==> src/rtl/mat_scan_pkg.sv <==
// Shared constants and state encoding for the block-granular scanner arbiter.
package mat_scan_pkg;
  localparam int DW = 10;
  localparam int N  = 8;
  localparam int BL = N * N;
  localparam int CW = $clog2(BL);

  typedef enum logic [1:0] {
    IDLE  = 2'd0,
    BUSY  = 2'd1,
    STALL = 2'd2
  } state_t;
endpackage

==> src/rtl/mat_scan_tagfifo.sv <==
// Small 1-bit source-tag FIFO; push and pop may occur in the same cycle.
module mat_scan_tagfifo #(
  parameter int TAGD = 2
) (
  input  logic clk,
  input  logic rst,
  input  logic push,
  input  logic din,
  input  logic pop,
  output logic dout,
  output logic full,
  output logic empty
);
  localparam int AW = $clog2(TAGD);

  logic [TAGD-1:0] mem;
  logic [AW:0]     wr_ptr;
  logic [AW:0]     rd_ptr;
  logic            push_ok;
  logic            pop_ok;

  assign empty   = (wr_ptr == rd_ptr);
  assign full    = (wr_ptr[AW] != rd_ptr[AW]) && (wr_ptr[AW-1:0] == rd_ptr[AW-1:0]);
  assign pop_ok  = pop & ~empty;
  assign push_ok = push & (~full | pop_ok);
  // An empty FIFO reports source 0 so orphan beats carry a defined tag.
  assign dout    = empty ? 1'b0 : mem[rd_ptr[AW-1:0]];

  // Pointer and storage update.
  always_ff @(posedge clk) begin
    if (rst) begin
      wr_ptr <= {(AW+1){1'b0}};
      rd_ptr <= {(AW+1){1'b0}};
    end else begin
      if (push_ok) begin
        mem[wr_ptr[AW-1:0]] <= din;
        wr_ptr              <= wr_ptr + (AW+1)'(1);
      end
      if (pop_ok) begin
        rd_ptr <= rd_ptr + (AW+1)'(1);
      end
    end
  end
endmodule

==> src/rtl/mat_scan_arb.sv <==
// Round-robin, block-granular arbiter sharing one matrix scanner between two
// requesters; tags scanner output with its source and marks the last beat.
module mat_scan_arb
  import mat_scan_pkg::*;
#(
  parameter int TAGD = 2
) (
  input  logic          clk,
  input  logic          rst,
  input  logic [1:0]    req_vld,
  input  logic [DW-1:0] req_din0,
  input  logic [DW-1:0] req_din1,
  output logic [1:0]    req_rdy,
  output logic          scan_vld,
  output logic [DW-1:0] scan_din,
  input  logic          scan_vld_out,
  input  logic [DW-1:0] scan_dout,
  output logic          out_vld,
  output logic [DW-1:0] out_dout,
  output logic          out_src,
  output logic          out_last,
  output logic          err_gap,
  output logic          err_orphan
);
  state_t        state;
  state_t        state_nx;
  logic          gnt;
  logic          last_srv;
  logic          win;
  logic          acc;
  logic          push;
  logic          pop;
  logic          tag_full;
  logic          tag_empty;
  logic          tag_head;
  logic [CW-1:0] in_cnt;
  logic [CW-1:0] out_cnt;

  mat_scan_tagfifo #(.TAGD(TAGD)) u_tagfifo (
    .clk   (clk),
    .rst   (rst),
    .push  (push),
    .din   (win),
    .pop   (pop),
    .dout  (tag_head),
    .full  (tag_full),
    .empty (tag_empty)
  );

  // Next-state, grant selection and the zero-latency input mux.
  always_comb begin
    state_nx = state;
    push     = 1'b0;
    win      = 1'b0;
    acc      = 1'b0;
    req_rdy  = 2'b00;
    scan_vld = 1'b0;
    scan_din = {DW{1'b0}};
    case (state)
      IDLE: begin
        if (tag_full) begin
          state_nx = STALL;
        end else if (req_vld != 2'b00) begin
          win      = (req_vld == 2'b11) ? ~last_srv : req_vld[1];
          push     = 1'b1;
          state_nx = BUSY;
        end else begin
          state_nx = IDLE;
        end
      end
      BUSY: begin
        req_rdy  = gnt ? 2'b10 : 2'b01;
        acc      = req_vld[gnt];
        scan_vld = acc;
        if (acc) begin
          scan_din = gnt ? req_din1 : req_din0;
        end else begin
          scan_din = {DW{1'b0}};
        end
        if (acc && (in_cnt == CW'(BL - 1))) begin
          state_nx = IDLE;
        end else begin
          state_nx = BUSY;
        end
      end
      STALL: begin
        if (pop) begin
          state_nx = IDLE;
        end else begin
          state_nx = STALL;
        end
      end
      default: state_nx = IDLE;
    endcase
  end

  // Input-side state: FSM, grant, fairness pointer, beat count, gap flag.
  always_ff @(posedge clk) begin
    if (rst) begin
      state    <= IDLE;
      gnt      <= 1'b0;
      last_srv <= 1'b1;
      in_cnt   <= {CW{1'b0}};
      err_gap  <= 1'b0;
    end else begin
      state <= state_nx;
      if (push) begin
        gnt <= win;
      end
      if (acc) begin
        if (in_cnt == CW'(BL - 1)) begin
          in_cnt   <= {CW{1'b0}};
          last_srv <= gnt;
        end else begin
          in_cnt <= in_cnt + CW'(1);
        end
      end
      // A missing beat only counts as a gap once the block has started.
      if ((state == BUSY) && !req_vld[gnt] && (in_cnt != {CW{1'b0}})) begin
        err_gap <= 1'b1;
      end
    end
  end

  assign out_vld  = scan_vld_out;
  assign out_dout = scan_dout;
  assign out_src  = tag_head;
  assign out_last = scan_vld_out & (out_cnt == CW'(BL - 1));
  assign pop      = out_last & ~tag_empty;

  // Output-side beat count and orphan detection.
  always_ff @(posedge clk) begin
    if (rst) begin
      out_cnt    <= {CW{1'b0}};
      err_orphan <= 1'b0;
    end else begin
      if (scan_vld_out) begin
        out_cnt <= out_last ? {CW{1'b0}} : out_cnt + CW'(1);
      end
      if (scan_vld_out && tag_empty) begin
        err_orphan <= 1'b1;
      end
    end
  end
endmodule

==> config.mk <==
export PLATFORM = sky130hd
export DESIGN_NAME = mat_scan_arb
export DESIGN_NICKNAME = d
export VERILOG_FILES = /design/src/rtl/mat_scan_pkg.sv /design/src/rtl/mat_scan_tagfifo.sv /design/src/rtl/mat_scan_arb.sv
export SDC_FILE = /design/constraint.sdc
export NUM_CORES = 1
export LEC_CHECK = 0
export CORE_UTILIZATION = 46
export DETAILED_ROUTE_END_ITERATION = 10
export PLACE_DENSITY_LB_ADDON = 0.05
export SKIP_LAST_GASP = 1
export SLEW_MARGIN = 10
export SYNTH_ARGS = -nofsm -noshare
export SYNTH_HDL_FRONTEND = slang
export SYNTH_SLANG_ARGS = --single-unit
==> constraint.sdc <==
create_clock -name clk -period 3.64 [get_ports clk]
set_input_delay 0.728 -clock clk [delete_from_list [all_inputs] [get_ports clk]]
set_output_delay 0.728 -clock clk [all_outputs]
set_load 0.02 [all_outputs]
# After elaboration in Yosys (flattened, before gate mapping)

Cells that the tools add are included.

Add/subtract/negate cells: 4
$lt $le $gt $ge: 4
Equal/unequal tests: 8
Muxes and demuxes: 28
Bitwise gates (word level): 9
Reductions and logical operators: 12

Operators with widths:

| operator              | number |
|---|---|
| $mux W10              | 3 |
| $mux W1               | 16 |
| $add A6 B1 Y6 const B | 2 |
| $eq A6 B6 Y1 const B  | 2 |
| $mux W6               | 2 |
| $mux W2               | 4 |
| $logic_and A1 B1 Y1   | 6 |
| $lt A1 B2 Y1 const B  | 3 |
| $pmux W2 S3           | 1 |
| $reduce_bool A6 Y1    | 1 |
| $add A2 B1 Y2 const B | 2 |
| $and A1 B1 Y1         | 4 |
| $eq A2 B2 Y1 const B  | 2 |
| $not A1 Y1            | 4 |
| $reduce_and A2 Y1     | 2 |
| $bwmux W2             | 1 |
| $eq A2 B1 Y1 const B  | 1 |
| $eq A2 B2 Y1          | 1 |
| $logic_not A2 Y1      | 1 |
| $reduce_bool A2 Y1    | 1 |
| $demux W1 S1          | 1 |
| $eq A1 B1 Y1          | 1 |
| $ge A1 B1 Y1 const B  | 1 |
| $logic_not A1 Y1      | 1 |
| 2 further kinds       | 2 |

Flip-flop bits (word level): 24
Input port bits: 35
Output and inout port bits: 28
Word-level logic and storage cells: 75

# Logic depth before layout (Yosys ltp)

Gate-level depths: netlist (run 1).

Word-level depth: 7
Gate-level depth with buffers: 5
Mapped depth without buffers: 4

# Cells and area by module

From an unflattened synthesis (run 1), not the netlist that was laid out.

Cell total of the unflattened synthesis: 179
Area, all modules: 1508.9 µm²

By module, submodules not included:

| module           | instances | cells each | area each (µm²) | seq. area each (µm²) |
|---|---|---|---|---|
| mat_scan_arb     | 1         | 140        | 1147.4          | 360.3 |
| mat_scan_tagfifo | 1         | 39         | 361.6           | 140.1 |

# Worst setup path before layout (run 1)

Ideal clock, no wire load.

Path kind: in2out
Start point: input req_vld[1]
End point: output scan_din[0]
Data arrival time: 1.536 ns
Data required time: 2.912 ns
Slack: 1.376 ns
Cell stages on the path: 4
Buffers on the path: 1
Cells stage by stage: mux2_2 nand2_1 clkbuf_1 nor2_1

Word-level cells in the longest chain between the ends: 4

RTL lines:

| element                                    | line               | source |
|---|---|---|
| start: declaration                         | mat_scan_arb.sv:10 | `input logic [1:0] req_vld,` |
| $mux W1 (implied by the code) (2 in a row) | mat_scan_arb.sv:73 | `acc = req_vld[gnt];` |
| $mux W10                                   | mat_scan_arb.sv:75 | `if (acc) begin` |
| $mux W10                                   | mat_scan_arb.sv:59 | `case (state)` |
| end: declaration                           | mat_scan_arb.sv:15 | `output logic [DW-1:0] scan_din,` |

Every way passes these cells. The select of a mux whose other input is x is not followed.

# Worst setup path in the final report (run 1)

Start point: input req_vld[0]
End point: output scan_din[3]

Same word-level chain as after synthesis.

==> results of run 1 <==
-- flip-flops by register name (all words and copies together), names as in the netlist --
| register | cells |
|---|---|
| u_tagfifo.mem | 2 |
| u_tagfifo.wr_ptr | 2 |
| state | 2 |
| u_tagfifo.rd_ptr | 2 |
| gnt | 1 |
| err_orphan | 1 |
| out_cnt | 6 |
| last_srv | 1 |
| in_cnt | 6 |
| err_gap | 1 |
-- worst paths after layout --
path | end | cells after the start
min | err_orphan$_SDFFE_PP0P_ | 2
max reg2reg | state[0]$_SDFF_PP0_ | 4
min reg2reg | err_orphan$_SDFFE_PP0P_ | 2
max | scan_din[3] | 5
-- synthesized netlist by cell type (all sizes together) (4+ instances only) --
| cell | number | area (sq um) |
|---|---|---|
| clkbuf | 6 | 23.8 |
| buf | 15 | 115 |
| a21oi | 8 | 40.0 |
| nand2 | 8 | 30.0 |
| nor2 | 24 | 90.1 |
| xor2 | 4 | 35.0 |
| mux2i | 13 | 130 |
| dfxtp | 22 | 440 |
| mux2 | 5 | 56.3 |
| nor2b | 5 | 31.3 |
| nor3 | 4 | 20.0 |
| inv | 7 | 26.3 |
| o21ai | 6 | 30.0 |
-- critical path, cell delays in order --
cell and delay, ns:
sky130_fd_sc_hd__clkdlybuf4s50_1 0.54, sky130_fd_sc_hd__mux2_2 0.22, sky130_fd_sc_hd__nand2_1 0.24, sky130_fd_sc_hd__nor2_1 0.23, sky130_fd_sc_hd__clkdlybuf4s50_1 0.63
-- power breakdown --
group / leakage, nW / total, W / internal [W] / switching, W
clock: 0.0210 / 0.000140 / 0.0000611 / 0.0000792
sequential: 0.198 / 0.000346 / 0.000304 / 0.0000422
combinational: 0.421 / 0.000383 / 0.000183 / 0.000200
total: 0.640 / 0.000870 / 0.000548 / 0.000321
-- metrics by stage --
step / util / cell area, sq um
floorplan: - / 1500
global placement: 0.602 / 1850
detailed placement: 0.602 / 1850
CTS: 0.614 / 1890
global route: 0.614 / 1890
finish: 0.614 / 1890
-- layout make-up --
class | count | area, sq um
Fill cell | 294 | 1190
Multi-Input combinational cell | 123 | 837
Sequential cell | 24 | 500
Timing Repair Buffer | 44 | 435
Tap cell | 44 | 55.1
Clock buffer | 4 | 36.3
Inverter | 7 | 26.3
-- layout by cell type (no fill, tap or decap), types with 4 or more instances in the layout --
cell,instances
sky130_fd_sc_hd__a21oi_1,8
sky130_fd_sc_hd__clkdlybuf4s50_1,42
sky130_fd_sc_hd__dfxtp_1,22
sky130_fd_sc_hd__inv_1,7
sky130_fd_sc_hd__mux2_2,5
sky130_fd_sc_hd__mux2i_1,13
sky130_fd_sc_hd__nand2_1,8
sky130_fd_sc_hd__nor2_1,24
sky130_fd_sc_hd__nor2b_1,5
sky130_fd_sc_hd__nor3_1,4
sky130_fd_sc_hd__o21ai_0,6
sky130_fd_sc_hd__xor2_1,4
-- routing by layer --
metal,part of all wire,up-vias
li1,-,673
met1,0.43,592
met2,0.50,40
met3,0.063,4
met4,0.0078,0
met5,0,-
-- cells by family (layout without fill, tap and decap cells) --
group | count (synthesis) | in the layout
and+or+nand+nor | 59 | 59
AOI/OAI and AO/OA | 36 | 36
buffers and inverters | 28 | 55
DFF | 24 | 24
muxes | 18 | 18
xor gates and xnor gates | 7 | 7
adders and majority gates | 3 | 3
==> impl_metrics.ini, run 1 <==
[global_routing]
initial_antenna_violation_count = 0
grt.met2_usage = 0.367
top_usage_layer = met2
grt_util_met1 = 0.231
grt_pass1_wl_microns = 5370
globalRoute.totalOverflow = 0
first_global_vias = 1186
largest_net_degree_at_the_start_of_global_routing = 29
globalRouteTotalUtil = 0.203
grt_use_met3 = 0.0546

[timing]
slew_viol_final = 0
timing_worst_slew_pin_value_ns = 0.982
final_critical_path_setup_slack_ns = 0.324
finalWorstPathRequiredPeriod_ns = 3.32
rsz0062_at_grt = no
max-slew-margin-rel = 0.343
timing.clock.skew_ns = 0.00686
timing.final.hold_violations = 0
tns_ns = 0
fmax_mhz = 302
layout_worst_path_cycle_share = 0.911
setup_viol_count_final = 0
worst_hold_margin_ns = 0.493

[synth]
synth.lib_cells_used.distinct = 44
post_synth_adder_cell_area = 0.0250
edff_count_synth = 2
most_frequently_used_flop_master_after_synthesis = sky130_fd_sc_hd__dfxtp_1
synthesized_net_count = 213
postSynthRegisterBits = 24
post_synth.cell_area_avg_sq_um = 8.59
largest_family_of_logic_cells_by_synthesized_area = simple AND/OR/NAND/NOR gates
mux_contribution_to_synthesized_area = 0.124
seq_area_frac_synth = 0.333
synth.yosys.warnings = 0
fraction_of_the_mapped_netlist_area_in_compound_gates = 0.172
cell_area_after_technology_mapping_sq_mm = 0.00150
simple_gate_share_of_the_synthesized_area = 0.190
synth_xor_xnor_area_share = 0.0458
synth_cells = 175
post_synth_arst_share = 0

[cells_and_area]
diodes = 0
post_layout_nonfiller_instances = 246
area.growth.synth_to_final_pct = 25.8
num-nets-final = 241
share_of_cells_above_drive_strength_1 = 0.0693

[power_and_ir_drop]
cellPowerDensity_mw_per_mm2 = 460
finalPower_w = 0.000870
leakage_nw = 0.640
peakVddDrop_v = 0.000203

[drt]
finalWirelength_microns = 3220
drt_iter0_markers = 55
post_drt_wl_per_cell_microns = 13.1
via_count = 1309
detail-route-antenna-nets = 0
detailedRoute.firstPassIterationCount = 5
viasPerCell = 5.32
drc = 0

[clock_tree]
cts_repair_resizes = 0
worst_skew_pair.late_latency_ns = 0.31
tritoncts_clock_tree = yes
clock_path_buffers = 2
cts_num_sinks = 24
cts_root_buf = sky130_fd_sc_hd__clkbuf_4
cts.hold.buffers_added = 0
postCtsSetupRepairBufs = 0
path_clk_slew_ns = 0.13
tritoncts_buffers = 3
cts_htree_levels = 1

[flow_run]
max_cap_viol_count = 0

[die]
ports_placed_on_the_boundary = 63
coreArea_sq_mm = 0.00308
die_area_sq_mm = 0.00350
die_h_microns = 59.2
initial_standard_cell_utilization_of_the_core = 0.488
floorplan.rows = 20
die_width_microns = 59.2

[setup_path]
r2r_start = gnt$_SDFFE_PP0P_
crit_start = req_vld[0]
cp.arrival_ns = 2.59
crit_required_ns = 2.91
timing.critical_path.from_type = input pin
crit_path_max_fanout = 12
setup.worst_path.class = in2out
critical_path.endpoint_type = primary output
regToRegSetupSlack_ns = 1.83

[place]
placed_cells = 242
gpl.final_weighted_congestion = 0.766
dpl_worst_slack_ns = 0.292
port_buffers = 42
detailedPlacementHpwl_microns = 2510

[hold_path]
worst_hold_path_type = reg2reg
hold_path.startpoint = err_orphan$_SDFFE_PP0P_

[status]
status = finished, final reports clean
Power figures use the tool's default switching activity.
==> run 2: changes to the inputs <==
CORE_MARGIN = 4   (was not set)
==> impl_metrics.ini, run 2 (synthesis gave the netlist of run 1 again) <==
[status]
status = finished, final reports clean

[global_routing]
first_global_vias = 1369
initial_antenna_violation_count = 0
largest_net_degree_at_the_start_of_global_routing = 29
grt_pass1_wl_microns = 5780
globalRouteTotalUtil = 0.172
globalRoute.totalOverflow = 0

[drt]
post_drt_wl_per_cell_microns = 13.9
finalWirelength_microns = 3420
detailedRoute.firstPassIterationCount = 4
drt_iter0_markers = 46
detail-route-antenna-nets = 0
drc = 0
viasPerCell = 5.43
via_count = 1335

[clock_tree]
tritoncts_clock_tree = yes
cts_root_buf = sky130_fd_sc_hd__clkbuf_4
clock_path_buffers = 2
cts.hold.buffers_added = 0
worst_skew_pair.late_latency_ns = 0.31
postCtsSetupRepairBufs = 0
tritoncts_buffers = 3
cts_repair_resizes = 0
path_clk_slew_ns = 0.13
cts_htree_levels = 1
cts_num_sinks = 24

[cells_and_area]
area.growth.synth_to_final_pct = 25.8
multiInputGateArea_sq_um = 837
post_layout_nonfiller_instances = 246
sequential_cell_area_sq_um = 500
largestRegisters = in_cnt (6), out_cnt (6)
share_of_cells_above_drive_strength_1 = 0.0693
diodes = 0
most-common-layout-cells = 42 x sky130_fd_sc_hd__clkdlybuf4s50_1, 24 x sky130_fd_sc_hd__nor2_1, 22 x sky130_fd_sc_hd__dfxtp_1
commonest_non_fill_non_tap_cell_in_the_layout = sky130_fd_sc_hd__clkdlybuf4s50_1
num-nets-final = 241
fillerInstances = 271

[power_and_ir_drop]
leakage_nw = 0.640
cellPowerDensity_mw_per_mm2 = 461
peakVddDrop_v = 0.000173
finalPower_w = 0.000872

[place]
placed_cells = 242
detailedPlacementHpwl_microns = 2660
gpl.final_weighted_congestion = 0.745
port_buffers = 42

[die]
die_area_sq_mm = 0.00425
die_h_microns = 65.2
ports_placed_on_the_boundary = 63
die_width_microns = 65.2
coreArea_sq_mm = 0.00308
initial_standard_cell_utilization_of_the_core = 0.488
floorplan.rows = 20

[flow_run]
max_cap_viol_count = 0

[setup_path]
timing.critical_path.from_type = input pin
path_delay_family = buffers and inverters
regToRegSetupSlack_ns = 1.87
critPathMostFrequentCell = sky130_fd_sc_hd__clkdlybuf4s50_1
setup.worst_path.class = in2out
critical_path.endpoint_type = primary output
crit_path_max_fanout = 12
worstPathBufferInverterCount = 2
critical-path-max-stage-delay_ns = 0.63
cp.arrival_ns = 2.54
path_cells = clkdlybuf4s50_1 > mux2_2 > nand2_1 > nor2_1 > clkdlybuf4s50_1
critical_path.slowest_cell = sky130_fd_sc_hd__clkdlybuf4s50_1
crit_required_ns = 2.91

[timing]
worst_hold_margin_ns = 0.497
rsz0062_at_grt = no
timing_worst_slew_pin_value_ns = 1.03
finalWorstPathRequiredPeriod_ns = 3.26
fmax_mhz = 306
setup_viol_count_final = 0
timing.final.hold_violations = 0
timing.clock.skew_ns = 0.00215
tns_ns = 0
slew_viol_final = 0
max-slew-margin-rel = 0.313
layout_worst_path_cycle_share = 0.897

[hold_path]
worst_hold_path_type = reg2reg
[run 2: cell counts in the layout (fill, tap and decap cells not counted)]
No cell type changed its count.
[run 2: path summary, 6_finish.rpt]
kind	start	to	depth (start not counted)
setup / recovery	req_vld[0]	scan_din[1]	5
hold / removal	err_gap$_SDFFE_PP0P_	err_gap$_SDFFE_PP0P_	1
setup reg to reg	gnt$_SDFFE_PP0P_	state[0]$_SDFF_PP0_	4
hold reg to reg	err_gap$_SDFFE_PP0P_	err_gap$_SDFFE_PP0P_	1
[run 2: layout make-up]
| class | count | share of cell area |
|---|---|---|
| repair buffers | 44 | 0.230 |
| multi-input cells | 123 | 0.443 |
| well taps | 44 | 0.0291 |
| clock buffers | 4 | 0.0192 |
| inverters | 7 | 0.0139 |
| flip-flops and latches | 24 | 0.265 |
[run 2: per-layer routing]
metal | vias up | share of wire | global-route usage | wire [microns]
li1 | 672 | - | - | -
met1 | 615 | 0.40 | 0.173 | 1380
met2 | 42 | 0.52 | 0.327 | 1760
met3 | 6 | 0.070 | 0.0615 | 240
met4 | 0 | 0.0088 | 0.0544 | 30
met5 | - | 0 | 0 | 0
[run 2: stage by stage]
stage / cell area [sq um] / worst slack (ns) / utilization
after floorplan: 1500 / 1.38 / -
after global placement: 1850 / 0.386 / 0.602
after detailed placement: 1850 / 0.351 / 0.602
after CTS: 1890 / 0.359 / 0.614
after global routing: 1890 / 0.240 / 0.614
final: 1890 / 0.376 / 0.614
[run 2: power breakdown]
| part | leakage, nW | internal, W | switching (W) |
|---|---|---|---|
| logic | 0.421 | 0.000183 | 0.000200 |
| registers | 0.198 | 0.000304 | 0.0000430 |
| clock network | 0.0210 | 0.0000611 | 0.0000807 |
| total | 0.640 | 0.000548 | 0.000323 |
[run 2: worst reg2reg max path: cells and delay by family, from the launching register on]
family / cells / cell delay, ns
buf+inv: 1 / 0.24
mux: 1 / 0.66
flops: 1 / 0.36
compound gates: 2 / 0.42
==> RTL change (config.mk and constraints of run 1) <==
Set the package constant `N` to 4 (it was 8).
--- a/src/rtl/mat_scan_pkg.sv
+++ b/src/rtl/mat_scan_pkg.sv
@@ -2,5 +2,5 @@
 package mat_scan_pkg;
   localparam int DW = 10;
-  localparam int N  = 8;
+  localparam int N  = 4;
   localparam int BL = N * N;
   localparam int CW = $clog2(BL);
Behaviour: no difference found for any inputs over 10 cycles, from zero or initial values and one cycle with rst high; that may be too few to reach the edited logic, so the function may still have changed.
==> RTL change against run 1 <==
- area after synthesis shrank 14%
- setup slack improved by 0.042 ns
- clock power down 6%
- power fell by 28%
- critical path type unchanged
- first-iteration DRC count fell by 69%
- routed wire length is 11% lower
- final area decreased by 11%
- highest routed layer unchanged
- sequential cell count down 4
==> RTL change: results (changes against run 1) <==
- N_diodes: 0 (unchanged)
- Post-CTS Setup Bufs: 0 (unchanged)
- Port bufs: 42 (unchanged)
- Top flop regs: in_cnt: 4 flops, out_cnt: 4 flops
- Post-synth ARST share: 0% (unchanged)
- CTS Root Buffer Type: clkbuf_4
- Post-Synth XOR/XNOR Area: 3.954% (-0.63 points)
- Antenna violations before repair: 0 (unchanged)
- Post-CTS Resized: 0 (unchanged)
- Hold Vio Cnt, Final: 0 (unchanged)
- Dpl hpwl: 2258 um (-9.9%)
- Total Routing Usage GR: 22.00% (+1.7 points)
- Post-synthesis mux area share: 15.14% (+2.7 points)
- Clk pin slew, worst setup/hold paths: 0.11 ns (-0.02 ns)
- Via/cell ratio: 5.484 (+3.1%)
- Met2 routed WL: 1494 um (-7.4%)
- Compound-Gate Fraction of Synth Area: 14.56% (-2.7 points)
- CTS buffer count: 3 (unchanged)
- Status: completed
- Avg Inst Size Synth: 8.425 um^2 (-1.9%)
- Final WL: 2872 um (-11%)
- Slew @ Worst Pin: 0.5106 ns (-0.4717 ns)
- GP Congestion: 0.8863 (+16%)
- Worst path slowest cell: clkdlybuf4s50_1
- Ratio of cells with drive above 1 in the final layout: 9.290% (+2.4 points)
- Finished Layout Cells: 213 (-13%)
- Vias in the first global route: 1112 (-6.2%)
- Clock skew: 0.002162 ns (-0.004701 ns)
- Hold Crit Class: reg2reg
- Critical Path AT: 2.55 ns (-0.04 ns)
- Most common library cells after synthesis: nor2_1, dfxtp_1, mux2i_1
- Post-synth EDFFs: 2 (unchanged)
- Max incr delay on CP: 0.63 ns (about the same)
- Ys Warns: 0 (unchanged)
- Largest fanout on the critical path: 12 (unchanged)
- P_leak: 0.6348 nW (-0.84%)
- DRT Pass-1 Iters: 4 (-1)
- Largest net degree at the start of global routing: 17 (-41%)
- Post-Place Cell Area: 0.001652 mm^2 (-11%)
- Initial DRC Count: 17 (-69%)
- H-tree levels: 1 (unchanged)
- Sequential area share after synthesis: 32.40% (-0.90 points)
- Net Count, Synth: 192 (-9.9%)
- Nets: 222 (-7.9%)
- Synth area leaders: dfxtp_1, mux2i_1, nor2_1
- Clk buf depth: 2 (unchanged)
- Distinct cells, synth: 37 (-16%)
- P_sw: 208.7 uW (-35%)
- First-pass GRT wire length: 4685 um (-13%)
- Peak supply drop: 0.2527 mV (+24%)
- Primary FF master, synth: dfxtp_1
- Latest clock arrival within the worst-skew pair: 0.31 ns (about the same)
- Total length of routed met3 wires: 172 um (-15%)
- Dpl ws: 0.3604 ns (+0.06797 ns)
- Highest metal used: met4
- Synth Area in Adders: 2.893% (+0.40 points)
- Post-Route M1 WL: 1143 um (-17%)
==> RTL change: layout make-up <==
class | count | area, um^2
multi-input combinational | 108 | 732.0
sequential | 20 | 420.4
timing repair buffer | 44 | 435.4
inverter | 7 | 26.28
tap | 30 | 37.54
fill | 223 | 879.6
clock buffer | 4 | 36.28
==> RTL change: stage by stage <==
stage | util, % | total power, mW | hold WS, ns
floorplan | - | 0.4260 | 0.4584
global placement | 64.33 | 0.4951 | 0.4495
detailed placement | 64.33 | 0.5009 | 0.4631
CTS | 65.74 | 0.6308 | 0.4926
global route | 65.74 | 0.6692 | 0.5304
finish | 65.74 | 0.6270 | 0.4861
==> RTL change: path summary, 6_finish.rpt <==
path	slack [ns]	to	startpoint	cells past startpoint
worst max register to register	2.04	u_tagfifo.rd_ptr[1]	out_cnt[0]	4
worst min register to register	0.49	err_gap	err_gap	2
worst max-delay path	0.37	scan_din[5]	req_vld[0]	5
worst min-delay path	0.49	err_gap	err_gap	2
==> RTL change: cell families (layout without fill, tap and decap cells) <==
kind of cell               Yosys count  in the layout
AOI/OAI and AO/OA                   26             26
DFF                                 20             20
buffers and inverters               26             55
xor gates and xnor gates             5              5
muxes                               19             19
and+or+nand+nor                     55             55
adders and majority gates            3              3
==> RTL change: power by group through the flow <==
stage	Combinational, mW	Clock, mW	Sequential, mW
floorplan	0.160	0	0.266
global placement	0.229	0	0.266
detailed placement	0.233	0	0.268
CTS	0.234	0.133	0.263
global route	0.254	0.148	0.267
finish	0.233	0.131	0.263
==> RTL change: worst max-delay path: cells and delay by family <==
kind | cells | cell delay [ns]
buf+inv | 2 | 1.18
mux | 1 | 0.22
simple gates | 2 | 0.41
==> RTL change: routing by layer <==
metal  global-route usage (%)  up-vias
met3                    4.918       11
met2                    41.77       38
li1                         -      585
met1                    22.24      534
met4                    10.83        0
met5                        0        -
